[config.mk]
export PLATFORM = sky130hd
export DESIGN_NAME = trap_ctrl_flat
export DESIGN_NICKNAME = d
export VERILOG_FILES = /design/src/rtl/trap_ctrl_if.sv /design/src/rtl/trap_ctrl.sv /design/src/flat_wrapper.sv
export SDC_FILE = /design/constraint.sdc
export NUM_CORES = 1
export LEC_CHECK = 0
export BUFFER_PORTS_ARGS = -buffer_cell sky130_fd_sc_hd__buf_2
export CELL_PAD_IN_SITES_DETAIL_PLACEMENT = 0
export CELL_PAD_IN_SITES_GLOBAL_PLACEMENT = 1
export CORE_MARGIN = 4
export CORE_UTILIZATION = 26
export DETAILED_ROUTE_END_ITERATION = 10
export GPL_TIMING_DRIVEN = 0
export PLACE_DENSITY = 0.79
export SYNTH_ARGS = -nofsm -noshare
export SYNTH_HDL_FRONTEND = slang
export SYNTH_SLANG_ARGS = --single-unit
[constraint.sdc]
create_clock -name clk -period 2.4 [get_ports clk]
set_input_delay 0.24 -clock clk [delete_from_list [all_inputs] [get_ports clk]]
set_output_delay 0.24 -clock clk [all_outputs]
set_load 0.05 [all_outputs]
[src/rtl/trap_ctrl_if.sv]
// Commit-stage trap/return bus: commit instruction, interrupt levels, CSR reads, CSR writes, redirect.
// Latency and backpressure belong to the attached modules; trap_busy tells the commit stage to hold.
interface trap_ctrl_if;
    // commit stage
    logic        commit_valid;
    logic [31:0] commit_pc;
    logic [5:0]  commit_exc;
    logic [31:0] commit_tval;
    logic        commit_mret;
    // interrupt levels
    logic        irq_ext;
    logic        irq_timer;
    logic        irq_soft;
    // CSR file read side
    logic        mstatus_mie;
    logic        mstatus_mpie;
    logic [29:0] mtvec_base;
    logic [1:0]  mtvec_mode;
    logic [31:0] mepc_value;
    // pipeline control and redirect
    logic        trap_flush;
    logic        trap_busy;
    logic        redirect_valid;
    logic [31:0] redirect_pc;
    // CSR file hardware write ports
    logic [31:0] mepc_o;
    logic        mepc_wen;
    logic        mcause_int_o;
    logic        mcause_int_wen;
    logic [30:0] mcause_code_o;
    logic        mcause_code_wen;
    logic [31:0] mtval_o;
    logic        mtval_wen;
    logic        mie_o;
    logic        mie_wen;
    logic        mpie_o;
    logic        mpie_wen;
    logic [1:0]  mpp_o;
    logic        mpp_wen;

    modport master (
        output commit_valid, commit_pc, commit_exc, commit_tval, commit_mret,
        output irq_ext, irq_timer, irq_soft,
        output mstatus_mie, mstatus_mpie, mtvec_base, mtvec_mode, mepc_value,
        input  trap_flush, trap_busy, redirect_valid, redirect_pc,
        input  mepc_o, mepc_wen, mcause_int_o, mcause_int_wen, mcause_code_o, mcause_code_wen,
        input  mtval_o, mtval_wen, mie_o, mie_wen, mpie_o, mpie_wen, mpp_o, mpp_wen
    );

    modport slave (
        input  commit_valid, commit_pc, commit_exc, commit_tval, commit_mret,
        input  irq_ext, irq_timer, irq_soft,
        input  mstatus_mie, mstatus_mpie, mtvec_base, mtvec_mode, mepc_value,
        output trap_flush, trap_busy, redirect_valid, redirect_pc,
        output mepc_o, mepc_wen, mcause_int_o, mcause_int_wen, mcause_code_o, mcause_code_wen,
        output mtval_o, mtval_wen, mie_o, mie_wen, mpie_o, mpie_wen, mpp_o, mpp_wen
    );
endinterface

[src/rtl/trap_ctrl.sv]
// Commit-stage trap/mret sequencer: accept in IDLE (flush same cycle), CSR writes + redirect one cycle later.
// One event in flight; trap_busy holds the commit stage during ENTER/RETURN, so nothing is dropped.
module trap_ctrl #(
    parameter int IRQ_SYNC_STAGES = 2
) (
    input  logic        clk,
    input  logic        rst,
    trap_ctrl_if.slave  bus
);

    typedef enum logic [1:0] {
        S_IDLE,
        S_ENTER,
        S_RETURN
    } state_e;

    typedef struct packed {
        logic [31:0] mepc;
        logic        mepc_wen;
        logic        mcause_int;
        logic        mcause_int_wen;
        logic [30:0] mcause_code;
        logic        mcause_code_wen;
        logic [31:0] mtval;
        logic        mtval_wen;
        logic        mie;
        logic        mie_wen;
        logic        mpie;
        logic        mpie_wen;
        logic [1:0]  mpp;
        logic        mpp_wen;
        logic        redirect_valid;
        logic [31:0] redirect_pc;
    } csr_wr_t;

    state_e                       state_q, state_d;
    csr_wr_t                      out_q, out_d;
    logic [IRQ_SYNC_STAGES-1:0]   irq_sync_q;

    logic       irq_ext_sync;
    logic       irq_pend;
    logic [4:0] irq_code;
    logic       exc_any;
    logic [4:0] exc_code;
    logic       exc_has_tval;
    logic       flush;

    always_ff @(posedge clk) begin
        if (rst) begin
            irq_sync_q <= '0;
        end else begin
            irq_sync_q <= {irq_sync_q[IRQ_SYNC_STAGES-2:0], bus.irq_ext};
        end
    end

    assign irq_ext_sync = irq_sync_q[IRQ_SYNC_STAGES-1];
    assign irq_pend     = bus.mstatus_mie & (irq_ext_sync | bus.irq_soft | bus.irq_timer);
    assign exc_any      = |bus.commit_exc;

    always_comb begin
        irq_code = 5'd7;
        if (irq_ext_sync) begin
            irq_code = 5'd11;
        end else if (bus.irq_soft) begin
            irq_code = 5'd3;
        end
    end

    // Only misaligned and illegal causes carry a meaningful tval.
    always_comb begin
        exc_code     = 5'd0;
        exc_has_tval = 1'b0;
        if (bus.commit_exc[0]) begin
            exc_code     = 5'd0;
            exc_has_tval = 1'b1;
        end else if (bus.commit_exc[1]) begin
            exc_code     = 5'd2;
            exc_has_tval = 1'b1;
        end else if (bus.commit_exc[2]) begin
            exc_code     = 5'd3;
        end else if (bus.commit_exc[3]) begin
            exc_code     = 5'd11;
        end else if (bus.commit_exc[4]) begin
            exc_code     = 5'd4;
            exc_has_tval = 1'b1;
        end else if (bus.commit_exc[5]) begin
            exc_code     = 5'd6;
            exc_has_tval = 1'b1;
        end
    end

    always_comb begin
        state_d = S_IDLE;
        out_d   = '0;
        flush   = 1'b0;
        unique case (state_q)
            S_IDLE: begin
                if (bus.commit_valid && !rst) begin
                    if (irq_pend || exc_any) begin
                        flush                 = 1'b1;
                        state_d               = S_ENTER;
                        out_d.mepc            = bus.commit_pc;
                        out_d.mepc_wen        = 1'b1;
                        out_d.mcause_int      = irq_pend;
                        out_d.mcause_int_wen  = 1'b1;
                        out_d.mcause_code     = {26'd0, irq_pend ? irq_code : exc_code};
                        out_d.mcause_code_wen = 1'b1;
                        out_d.mtval           = (!irq_pend && exc_has_tval) ? bus.commit_tval : 32'd0;
                        out_d.mtval_wen       = 1'b1;
                        out_d.mie             = 1'b0;
                        out_d.mie_wen         = 1'b1;
                        out_d.mpie            = bus.mstatus_mie;
                        out_d.mpie_wen        = 1'b1;
                        out_d.mpp             = 2'b11;
                        out_d.mpp_wen         = 1'b1;
                        out_d.redirect_valid  = 1'b1;
                        // Vectoring applies to interrupts in mode 1 only; modes 2/3 act as direct.
                        out_d.redirect_pc     = {bus.mtvec_base, 2'b00}
                                              + ((irq_pend && bus.mtvec_mode == 2'd1)
                                                 ? {25'd0, irq_code, 2'b00} : 32'd0);
                    end else if (bus.commit_mret) begin
                        flush                 = 1'b1;
                        state_d               = S_RETURN;
                        out_d.mie             = bus.mstatus_mpie;
                        out_d.mie_wen         = 1'b1;
                        out_d.mpie            = 1'b1;
                        out_d.mpie_wen        = 1'b1;
                        out_d.mpp             = 2'b11;
                        out_d.mpp_wen         = 1'b1;
                        out_d.redirect_valid  = 1'b1;
                        out_d.redirect_pc     = bus.mepc_value;
                    end
                end
            end
            S_ENTER, S_RETURN: state_d = S_IDLE;
            default:           state_d = S_IDLE;
        endcase
    end

    always_ff @(posedge clk) begin
        if (rst) begin
            state_q <= S_IDLE;
            out_q   <= '0;
        end else begin
            state_q <= state_d;
            out_q   <= out_d;
        end
    end

    assign bus.trap_flush      = flush;
    assign bus.trap_busy       = (state_q != S_IDLE);
    assign bus.redirect_valid  = out_q.redirect_valid;
    assign bus.redirect_pc     = out_q.redirect_pc;
    assign bus.mepc_o          = out_q.mepc;
    assign bus.mepc_wen        = out_q.mepc_wen;
    assign bus.mcause_int_o    = out_q.mcause_int;
    assign bus.mcause_int_wen  = out_q.mcause_int_wen;
    assign bus.mcause_code_o   = out_q.mcause_code;
    assign bus.mcause_code_wen = out_q.mcause_code_wen;
    assign bus.mtval_o         = out_q.mtval;
    assign bus.mtval_wen       = out_q.mtval_wen;
    assign bus.mie_o           = out_q.mie;
    assign bus.mie_wen         = out_q.mie_wen;
    assign bus.mpie_o          = out_q.mpie;
    assign bus.mpie_wen        = out_q.mpie_wen;
    assign bus.mpp_o           = out_q.mpp;
    assign bus.mpp_wen         = out_q.mpp_wen;

endmodule

[src/flat_wrapper.sv]
// flat-port wrapper written by rule: the top's interface ports become plain ports
module trap_ctrl_flat 
#(
    parameter int IRQ_SYNC_STAGES = 2
)
  (clk, rst, bus_commit_valid, bus_commit_pc, bus_commit_exc, bus_commit_tval, bus_commit_mret, bus_irq_ext, bus_irq_timer, bus_irq_soft, bus_mstatus_mie, bus_mstatus_mpie, bus_mtvec_base, bus_mtvec_mode, bus_mepc_value, bus_trap_flush, bus_trap_busy, bus_redirect_valid, bus_redirect_pc, bus_mepc_o, bus_mepc_wen, bus_mcause_int_o, bus_mcause_int_wen, bus_mcause_code_o, bus_mcause_code_wen, bus_mtval_o, bus_mtval_wen, bus_mie_o, bus_mie_wen, bus_mpie_o, bus_mpie_wen, bus_mpp_o, bus_mpp_wen);
  trap_ctrl_if bus_i ();
  input  logic clk;
  input  logic rst;
  input wire logic [$bits(bus_i.commit_valid)-1:0] bus_commit_valid;
  input wire logic [$bits(bus_i.commit_pc)-1:0] bus_commit_pc;
  input wire logic [$bits(bus_i.commit_exc)-1:0] bus_commit_exc;
  input wire logic [$bits(bus_i.commit_tval)-1:0] bus_commit_tval;
  input wire logic [$bits(bus_i.commit_mret)-1:0] bus_commit_mret;
  input wire logic [$bits(bus_i.irq_ext)-1:0] bus_irq_ext;
  input wire logic [$bits(bus_i.irq_timer)-1:0] bus_irq_timer;
  input wire logic [$bits(bus_i.irq_soft)-1:0] bus_irq_soft;
  input wire logic [$bits(bus_i.mstatus_mie)-1:0] bus_mstatus_mie;
  input wire logic [$bits(bus_i.mstatus_mpie)-1:0] bus_mstatus_mpie;
  input wire logic [$bits(bus_i.mtvec_base)-1:0] bus_mtvec_base;
  input wire logic [$bits(bus_i.mtvec_mode)-1:0] bus_mtvec_mode;
  input wire logic [$bits(bus_i.mepc_value)-1:0] bus_mepc_value;
  output wire logic [$bits(bus_i.trap_flush)-1:0] bus_trap_flush;
  output wire logic [$bits(bus_i.trap_busy)-1:0] bus_trap_busy;
  output wire logic [$bits(bus_i.redirect_valid)-1:0] bus_redirect_valid;
  output wire logic [$bits(bus_i.redirect_pc)-1:0] bus_redirect_pc;
  output wire logic [$bits(bus_i.mepc_o)-1:0] bus_mepc_o;
  output wire logic [$bits(bus_i.mepc_wen)-1:0] bus_mepc_wen;
  output wire logic [$bits(bus_i.mcause_int_o)-1:0] bus_mcause_int_o;
  output wire logic [$bits(bus_i.mcause_int_wen)-1:0] bus_mcause_int_wen;
  output wire logic [$bits(bus_i.mcause_code_o)-1:0] bus_mcause_code_o;
  output wire logic [$bits(bus_i.mcause_code_wen)-1:0] bus_mcause_code_wen;
  output wire logic [$bits(bus_i.mtval_o)-1:0] bus_mtval_o;
  output wire logic [$bits(bus_i.mtval_wen)-1:0] bus_mtval_wen;
  output wire logic [$bits(bus_i.mie_o)-1:0] bus_mie_o;
  output wire logic [$bits(bus_i.mie_wen)-1:0] bus_mie_wen;
  output wire logic [$bits(bus_i.mpie_o)-1:0] bus_mpie_o;
  output wire logic [$bits(bus_i.mpie_wen)-1:0] bus_mpie_wen;
  output wire logic [$bits(bus_i.mpp_o)-1:0] bus_mpp_o;
  output wire logic [$bits(bus_i.mpp_wen)-1:0] bus_mpp_wen;
  assign bus_i.commit_valid = bus_commit_valid;
  assign bus_i.commit_pc = bus_commit_pc;
  assign bus_i.commit_exc = bus_commit_exc;
  assign bus_i.commit_tval = bus_commit_tval;
  assign bus_i.commit_mret = bus_commit_mret;
  assign bus_i.irq_ext = bus_irq_ext;
  assign bus_i.irq_timer = bus_irq_timer;
  assign bus_i.irq_soft = bus_irq_soft;
  assign bus_i.mstatus_mie = bus_mstatus_mie;
  assign bus_i.mstatus_mpie = bus_mstatus_mpie;
  assign bus_i.mtvec_base = bus_mtvec_base;
  assign bus_i.mtvec_mode = bus_mtvec_mode;
  assign bus_i.mepc_value = bus_mepc_value;
  assign bus_trap_flush = bus_i.trap_flush;
  assign bus_trap_busy = bus_i.trap_busy;
  assign bus_redirect_valid = bus_i.redirect_valid;
  assign bus_redirect_pc = bus_i.redirect_pc;
  assign bus_mepc_o = bus_i.mepc_o;
  assign bus_mepc_wen = bus_i.mepc_wen;
  assign bus_mcause_int_o = bus_i.mcause_int_o;
  assign bus_mcause_int_wen = bus_i.mcause_int_wen;
  assign bus_mcause_code_o = bus_i.mcause_code_o;
  assign bus_mcause_code_wen = bus_i.mcause_code_wen;
  assign bus_mtval_o = bus_i.mtval_o;
  assign bus_mtval_wen = bus_i.mtval_wen;
  assign bus_mie_o = bus_i.mie_o;
  assign bus_mie_wen = bus_i.mie_wen;
  assign bus_mpie_o = bus_i.mpie_o;
  assign bus_mpie_wen = bus_i.mpie_wen;
  assign bus_mpp_o = bus_i.mpp_o;
  assign bus_mpp_wen = bus_i.mpp_wen;
  trap_ctrl #(.IRQ_SYNC_STAGES(IRQ_SYNC_STAGES)) u_core (.clk(clk), .rst(rst), .bus(bus_i));
endmodule
==> results of run 1 <==
[registers in the layout, summed over array words and instances, names as in the netlist]
register / count
u_core.bus.mtval_o: 32
u_core.bus.mpie_o: 1
u_core.bus.mie_o: 1
u_core.state_q: 2
u_core.bus.mepc_o: 32
u_core.bus.mpp_o: 1
u_core.bus.mcause_code_o: 4
u_core.bus.redirect_pc: 32
u_core.bus.mcause_int_o: 1
u_core.irq_sync_q: 2
[logic make-up after synthesis]
family / synth area share (%)
AND/OR/NAND/NOR: 23.6
flip-flops: 52.0
buffers and inverters: 9.57
AO/OA/AOI/OAI: 7.13
XOR/XNOR: 5.90
adder cells (fa/ha/maj): 1.68
other: 0.0902
[path summary, 6_finish.rpt]
check | slack (ns) | cells after the start | end
hold / removal | 0.06 | 2 | u_core.irq_sync_q[0]
setup reg to reg | 0.10 | 10 | u_core.bus.redirect_pc[26]
hold reg to reg | 0.45 | 1 | u_core.irq_sync_q[1]
setup / recovery | 0.10 | 10 | u_core.bus.redirect_pc[26]
[through the flow]
| step | utilization [%] | instances | instance area [µm²] | power [mW] |
|---|---|---|---|---|
| 6_report | 41.3 | 929 | 6370 | 4.28 |
| 5_1_grt | 41.3 | 929 | 6370 | 4.46 |
| 4_1_cts | 40.8 | 928 | 6300 | 4.34 |
| 3_5_place_dp | 37.7 | 906 | 5820 | 2.68 |
| 3_3_place_gp | 37.7 | 906 | 5820 | 2.68 |
| 2_1_floorplan | - | 438 | 4270 | 2.44 |
[routing by layer]
metal  global-route usage, %  wire length [µm]  part of all wire [%]
met1                    15.3              5030                    39
met2                    24.4              6270                    49
met3                    5.85              1400                    11
met4                    3.85               116                  0.90
met5                       0                27                  0.21
[power by group through the flow]
stage	Clock (mW)	Sequential [mW]	Combinational, mW
floorplan	0	2.14	0.295
global placement	0	1.91	0.763
detailed placement	0	1.91	0.765
CTS	1.68	1.87	0.784
global route	1.75	1.88	0.838
finish	1.63	1.87	0.786
[critical path, stage by stage (launching register included)]
cell and delay [ns]:
dfxtp_4 0.36, o31ai_4 0.24, nor3b_4 0.11, ha_2 0.20, fa_2 0.35, a21o_1 0.22
a21oi_4 0.24, buf_8 0.16, nor3b_1 0.06, xnor2_1 0.15, o21ai_0 0.09
[cell usage in the layout, fill, tap and decap left out, types with 6 or more instances in the layout]
master,n
nand2_1,37
buf_2,261
conb_1,27
xnor2_1,19
dfxtp_1,107
clkbuf_16,9
buf_6,6
o21ai_0,15
and2_1,68
o21ai_1,15
buf_4,40
xor2_1,6
nor2_1,15
[final cells by class]
type	instances	area [µm²]	share of cell area [%]
buffer	52	390	6.13
clock buffer	10	239	3.75
clock inverter	6	88.8	1.39
inverter	5	18.8	0.295
multi-input combinational	273	1860	29.1
sequential	108	2170	34.0
tap	211	264	4.14
timing repair buffer	264	1350	21.1
[repair_timing]
item                       CTS  global route
pin swaps                    7            13
buffers inserted             5             1
hold buffers                 0             0
cloned                       1             0
gates resized for setup     20            18
setup endpoints to repair   26            21
==> flow_summary.ini, run 1 <==
[cells_and_area]
fillCellCount = 1606
nets = 861
drive_gt1_share_pct = 50.7
diodes = 0
area_growth_pct = 53.2

[global_route]
grt_pass1_wl_um = 19300
grt_usage_pct = 13.8
grt_max_degree = 21
antenna_found_initial = 2
gr-total-overflow = 0
grt_pass1_vias = 3729

[synthesis]
syn_area_mm2 = 0.00416
synth-async-reset-ratio_pct = 0
yosysMostFrequentCell = dfxtp_1
synth.distinct_cells = 50
synth_ff_type = dfxtp_1
synth_edf_count = 0
synth_top_cell_by_area = dfxtp_1
netlist_instances = 412
ys_warn_count = 0
avgSynthCellArea_um2 = 10.1
ys_seq_area_share_pct = 52.0
synth.area.top_cells = dfxtp_1 52%, and2_1 10%, buf_4 6.3%
yosysTopAreaCellShare_pct = 52.0
synth_seq_cells = 108
synth.top_cells.by_count = 108 x dfxtp_1, 68 x and2_1, 37 x nand2_1

[routing]
drtPass1Iterations = 4
wl_per_cell_um = 13.8
vias = 3711
postRouteAntennaNets = 0
drtIter0Drc = 95
drc = 0
drt_wl_total_um = 12800
vias_per_cell = 3.99

[setup_path]
worst_setup_path_end_kind = register
crit_start = u_core.irq_sync_q[1]
cp.required_ns = 2.62
cp_max_fo = 5
arrival_ns = 2.52
r2r-start = u_core.irq_sync_q[1]
startpoint_type = register
crit_type = register to register

[sta]
rsz0062_at_grt = yes
slew_violations = 0
min_period_ns = 2.30
finalSetupViolCount = 0
fin_crit_sh_pct = 95.7
final-hold-violation-count = 0
setup_tns_ns = 0
skew_ns = 0.00805
fmax_mhz = 435
fin_ws_ns = 0.102
fin_hold_ws_ns = 0.0648

[min_path]
hp-start = rst
hold_class = input pin to register

[clock_network]
root_buffer = clkbuf_16
clk_latency_ns = 0.35
h-tree-depth = 3
cts_tree = done
clk_pin_slew_worst_paths_ns = 0.08
clock_path_buffers = 2
numCtsBuffers = 9
cts_sinks = 108

[placement]
port_buffers = 257
dp_slack_ns = -0.615
gp_congestion = 0.793
dpl.hpwl_um = 10300

[floorplanning]
rows = 45
ios = 285
start_util_pct = 27.0
core_area_mm2 = 0.0154
die_w_um = 134
die_h_um = 134
dieArea_mm2 = 0.0181

[status]
status = finished, final reports clean

[pwr]
seqPwrFrac_pct = 43.6
power.leakage_nw = 3.21
internal-power_mw = 2.98
swShare_pct = 30.4
p_comb_share_pct = 18.3
peakVddDrop_mv = 0.300
p_sw_mw = 1.30
powerDensity_mw_per_mm2 = 673
pwr-share-clk_pct = 38.0

[run]
cap_violations = 0
Note: power is estimated with default switching activity, not from simulation.
==> inputs of run 2 (changes only) <==
--- a/config.mk
+++ b/config.mk
@@ -8,6 +8,7 @@
 export BUFFER_PORTS_ARGS = -buffer_cell sky130_fd_sc_hd__buf_2
 export CELL_PAD_IN_SITES_DETAIL_PLACEMENT = 0
 export CELL_PAD_IN_SITES_GLOBAL_PLACEMENT = 1
+export CORE_ASPECT_RATIO = 1.75
 export CORE_MARGIN = 4
 export CORE_UTILIZATION = 26
 export DETAILED_ROUTE_END_ITERATION = 10
==> flow_summary.ini, run 2 (synthesis gave the netlist of run 1 again) <==
[status]
status = finished, final reports clean

[routing]
wl_met2_um = 7000
drtPass1Iterations = 4
wl_per_cell_um = 14.6
drt_wl_total_um = 13200
wl_met1_um = 4720
drc = 0
vias_per_cell = 4.07
top_layer = met5
postRouteAntennaNets = 0
vias = 3677
drtIter0Drc = 64
wl_met3_um = 1240

[clock_network]
clk_latency_ns = 0.35
cts_sinks = 108
clock_path_buffers = 2
ctsHoldBuffers = 0
numCtsBuffers = 9
cts_tree = done
h-tree-depth = 3
root_buffer = clkbuf_16
clk_pin_slew_worst_paths_ns = 0.08

[sta]
fmax_mhz = 422
setup_tns_ns = 0
fin_crit_sh_pct = 98.8
final-hold-violation-count = 0
fin_hold_ws_ns = 0.0689
min_period_ns = 2.37
slew_violations = 0
finalSetupViolCount = 0
worstMarginPinSlew_ns = 0.509
rsz0062_at_grt = yes
slew_headroom_pct = 66.0
skew_ns = 0.0136

[placement]
placed_cells = 881
dpl.hpwl_um = 10800
gp_congestion = 0.784
port_buffers = 257

[run]
cap_violations = 0

[global_route]
grt_pass1_vias = 3694
grt_pass1_wl_um = 19800
grt_usage_pct = 14.0
gr-total-overflow = 0
grt_max_degree = 20
antenna_found_initial = 1

[pwr]
power.leakage_nw = 3.18
total_power_mw = 4.10
powerDensity_mw_per_mm2 = 654
peakVddDrop_mv = 0.276

[floorplanning]
die_h_um = 175
dieArea_mm2 = 0.0182
die_w_um = 104
start_util_pct = 26.8
ios = 285
rows = 60
core_area_mm2 = 0.0155

[setup_path]
worst_setup_path_end_kind = register
arrival_ns = 2.58
crit_type = register to register
startpoint_type = register
cp.required_ns = 2.61
cp_max_fo = 5

[cells_and_area]
final_common_cell = buf_2
layout_common_cells = 261 x buf_2, 107 x dfxtp_1, 68 x and2_1
drive_gt1_share_pct = 50.0
area_growth_pct = 50.5
fin_util_pct = 40.3
diodes = 0
final_cells = 904
nets = 862

[min_path]
hold_class = input pin to register
==> run 2: cell count changes in the layout (fill, tap and decap cells not counted), moves of 2 or more <==
cell / delta
xnor2_1: +3
xnor2_2: -3
buf_4: +2
nor2_1: +2
nor2_2: -2
nor3_1: -2
nor3_2: +2
==> run 2: final timing paths <==
| check | end | depth (start not counted) | slack, ns | start |
|---|---|---|---|---|
| worst min-delay path | u_core.irq_sync_q[0] | 2 | 0.07 | rst |
| worst min register to register | u_core.irq_sync_q[1] | 1 | 0.45 | u_core.irq_sync_q[0] |
| worst max-delay path | u_core.bus.redirect_pc[12] | 10 | 0.03 | u_core.irq_sync_q[1] |
| worst max register to register | u_core.bus.redirect_pc[12] | 10 | 0.03 | u_core.irq_sync_q[1] |
==> run 2: through the flow <==
stage	instance area, µm²	setup WS, ns
finish	6260	0.0282
global route	6260	-0.138
floorplan	4270	0.0193
detailed placement	5790	-0.719
global placement	5790	-0.739
CTS	6220	-0.0304
==> run 2: metal layers <==
layer | vias to the layer above | track usage [%]
li1 | 1879 | -
met1 | 1577 | 14.0
met2 | 205 | 27.0
met3 | 14 | 4.71
met5 | - | 0
met4 | 2 | 4.22
==> run 2: final cells by class <==
type | instances | area (µm²)
plain buffers | 52 | 390
clock buffers | 9 | 225
clock inverters | 6 | 56.3
fillers | 1615 | 9280
inverters | 5 | 18.8
multi-input cells | 273 | 1820
flip-flops and latches | 108 | 2170
well taps | 186 | 233
repair buffers | 265 | 1350
==> run 2: where the power goes <==
part	total [mW]	internal (mW)	leakage, nW	switching (mW)
Combinational	0.788	0.253	2.16	0.535
Clock	1.44	0.724	0.136	0.715
Sequential	1.87	1.85	0.882	0.0158
Total	4.10	2.83	3.18	1.27
==> run 2: critical path, cell delays in order (launching register included) <==
cell	delay [ns]
dfxtp_4	0.37
o31ai_4	0.07
nor3b_4	0.34
nor3b_2	0.23
ha_2	0.30
a21o_1	0.19
a21oi_4	0.25
buf_4	0.20
nor2_1	0.06
xnor2_1	0.14
o21ai_1	0.08
==> run 2: repair_timing <==
action	in CTS	in global routing
resized for setup	20	10
cloned	1	0
buffers inserted	6	1
endpoints found under the setup margin	26	21
pin swaps	7	7
==> inputs of run 3 (changes only) <==
--- a/config.mk
+++ b/config.mk
@@ -5,7 +5,7 @@
 export SDC_FILE = /design/constraint.sdc
 export NUM_CORES = 1
 export LEC_CHECK = 0
-export BUFFER_PORTS_ARGS = -buffer_cell sky130_fd_sc_hd__buf_2
+export BUFFER_PORTS_ARGS = -buffer_cell sky130_fd_sc_hd__buf_4
 export CELL_PAD_IN_SITES_DETAIL_PLACEMENT = 0
 export CELL_PAD_IN_SITES_GLOBAL_PLACEMENT = 1
 export CORE_ASPECT_RATIO = 1.75
==> flow_summary.ini, run 3 (synthesis gave the netlist of run 1 again) <==
[status]
status = finished, final reports clean

[floorplanning]
core_area_mm2 = 0.0155
rows = 60
die_w_um = 104
start_util_pct = 26.8
die_h_um = 175
dieArea_mm2 = 0.0182
ios = 285

[min_path]
hold_class = input pin to register
hold_end = u_core.irq_sync_q[1]
holdPathStages = 2
hp-start = rst

[global_route]
grt_pass1_wl_um = 21500
antenna_found_initial = 0
grt_usage_pct = 15.0
grt_pass1_vias = 4141
grt_max_degree = 20
gr-total-overflow = 0

[pwr]
p_comb_share_pct = 21.5
internal-power_mw = 2.94
swShare_pct = 30.1
peakVddDrop_mv = 0.318
powerDensity_mw_per_mm2 = 608
p_sw_mw = 1.27
power.leakage_nw = 3.29
pwr-share-clk_pct = 33.9
seqPwrFrac_pct = 44.6

[cells_and_area]
nets = 863
area_growth_pct = 66.4
diodes = 0
final_cells = 905
fin_util_pct = 44.5
layout_common_cells = 301 x buf_4, 107 x dfxtp_1, 68 x and2_1
drive_gt1_share_pct = 50.1
final_common_cell = buf_4

[sta]
fin_crit_sh_pct = 99.4
setup_tns_ns = 0
final-hold-violation-count = 0
skew_ns = 0.0137
min_period_ns = 2.39
slew_violations = 0
fmax_mhz = 419
rsz0062_at_grt = yes
finalSetupViolCount = 0

[routing]
drc = 0
vias = 3846
vias_per_cell = 4.25
wl_per_cell_um = 15.5
drtPass1Iterations = 5
drt_wl_total_um = 14000
postRouteAntennaNets = 0
drtIter0Drc = 77

[clock_network]
clk_latency_ns = 0.35
clock_path_buffers = 2
h-tree-depth = 3
ctsHoldBuffers = 0
cts_sinks = 108
clk_pin_slew_worst_paths_ns = 0.08
numCtsBuffers = 9
cts_tree = done
root_buffer = clkbuf_16

[setup_path]
rr_worst_depth = 10
crit_type = register to register
reg2reg_to = u_core.bus.redirect_pc[20]
arrival_ns = 2.61
worst_setup_path_end_kind = register
cp_max_fo = 5
r2r-start = u_core.irq_sync_q[1]
r2r_slack_ns = 0.01
cp.required_ns = 2.62
startpoint_type = register

[run]
cap_violations = 0

[placement]
port_buffers = 257
dpl.hpwl_um = 11400
gp_congestion = 0.769
placed_cells = 881
[run 3: changes by cell type in the layout (fill, tap and decap cells not counted), moves of 2 or more]
cell     delta
buf_2     -257
nor3_2      -2
nor4_2      +2
nor3_1      +2
buf_4     +259
ha_4        +2
nor3b_2     -2
[run 3: worst max-delay path: stages (launching register included)]
cell     delay, ns
dfxtp_4       0.36
o31ai_4       0.28
nor3b_4       0.11
ha_4          0.19
fa_2          0.36
a21o_1        0.22
a21oi_4       0.25
buf_8         0.16
nor3_1        0.06
xnor2_1       0.18
o21ai_1       0.08
[run 3: worst max path at each step]
stage	start	to	slack, ns
floorplan	u_core.irq_sync_q[1]	u_core.bus.redirect_pc[20]	0.02
global placement	bus_irq_soft	u_core.bus.redirect_pc[20]	-0.62
detailed placement	bus_irq_soft	u_core.bus.redirect_pc[20]	-0.60
CTS	u_core.irq_sync_q[1]	u_core.bus.redirect_pc[19]	-0.02
global route	u_core.irq_sync_q[1]	u_core.bus.redirect_pc[20]	-0.11
finish	u_core.irq_sync_q[1]	u_core.bus.redirect_pc[20]	0.01
[run 3: final cells by class]
cell class / instances / area (µm²)
Multi-Input combinational cell: 273 / 1830
Tap cell: 186 / 233
Inverter: 5 / 18.8
Clock inverter: 6 / 56.3
Clock buffer: 9 / 225
Fill cell: 1492 / 8620
Timing Repair Buffer: 267 / 2010
Sequential cell: 108 / 2170
Buffer: 51 / 375
[run 3: power groups by stage]
stage                     clock (mW)  sequential [mW]  combinational (mW)
final                           1.43             1.88               0.906
after global routing            1.56             1.88               0.954
after CTS                       1.49             1.88               0.904
after detailed placement           0             1.92               0.881
after global placement             0             1.92               0.873
after floorplan                    0             2.14               0.295
[run 3: what timing repair did]
action,4_1_cts,5_1_grt
cloned,1,0
buffers inserted,7,2
setup endpoints to repair,26,16
resized for setup,19,13
pin swaps,5,8
[run 3: through the flow]
| stage | power, mW | hold WS [ns] | worst slack [ns] | instance area [µm²] |
|---|---|---|---|---|
| after floorplan | 2.44 | 0.312 | 0.0193 | 4270 |
| after global placement | 2.79 | 0.419 | -0.621 | 6430 |
| after detailed placement | 2.80 | 0.429 | -0.603 | 6430 |
| after CTS | 4.28 | 0.0401 | -0.0247 | 6870 |
| after global routing | 4.39 | 0.0498 | -0.106 | 6920 |
| final | 4.21 | 0.0548 | 0.0136 | 6920 |
[run 3: layer usage]
layer,share of wire (%),track usage [%],vias up,wire length (µm)
li1,-,-,1885,-
met1,34,14.6,1731,4770
met2,55,28.8,213,7700
met3,9.3,5.44,17,1310
met4,1.8,5.32,0,252
met5,0,0,-,0
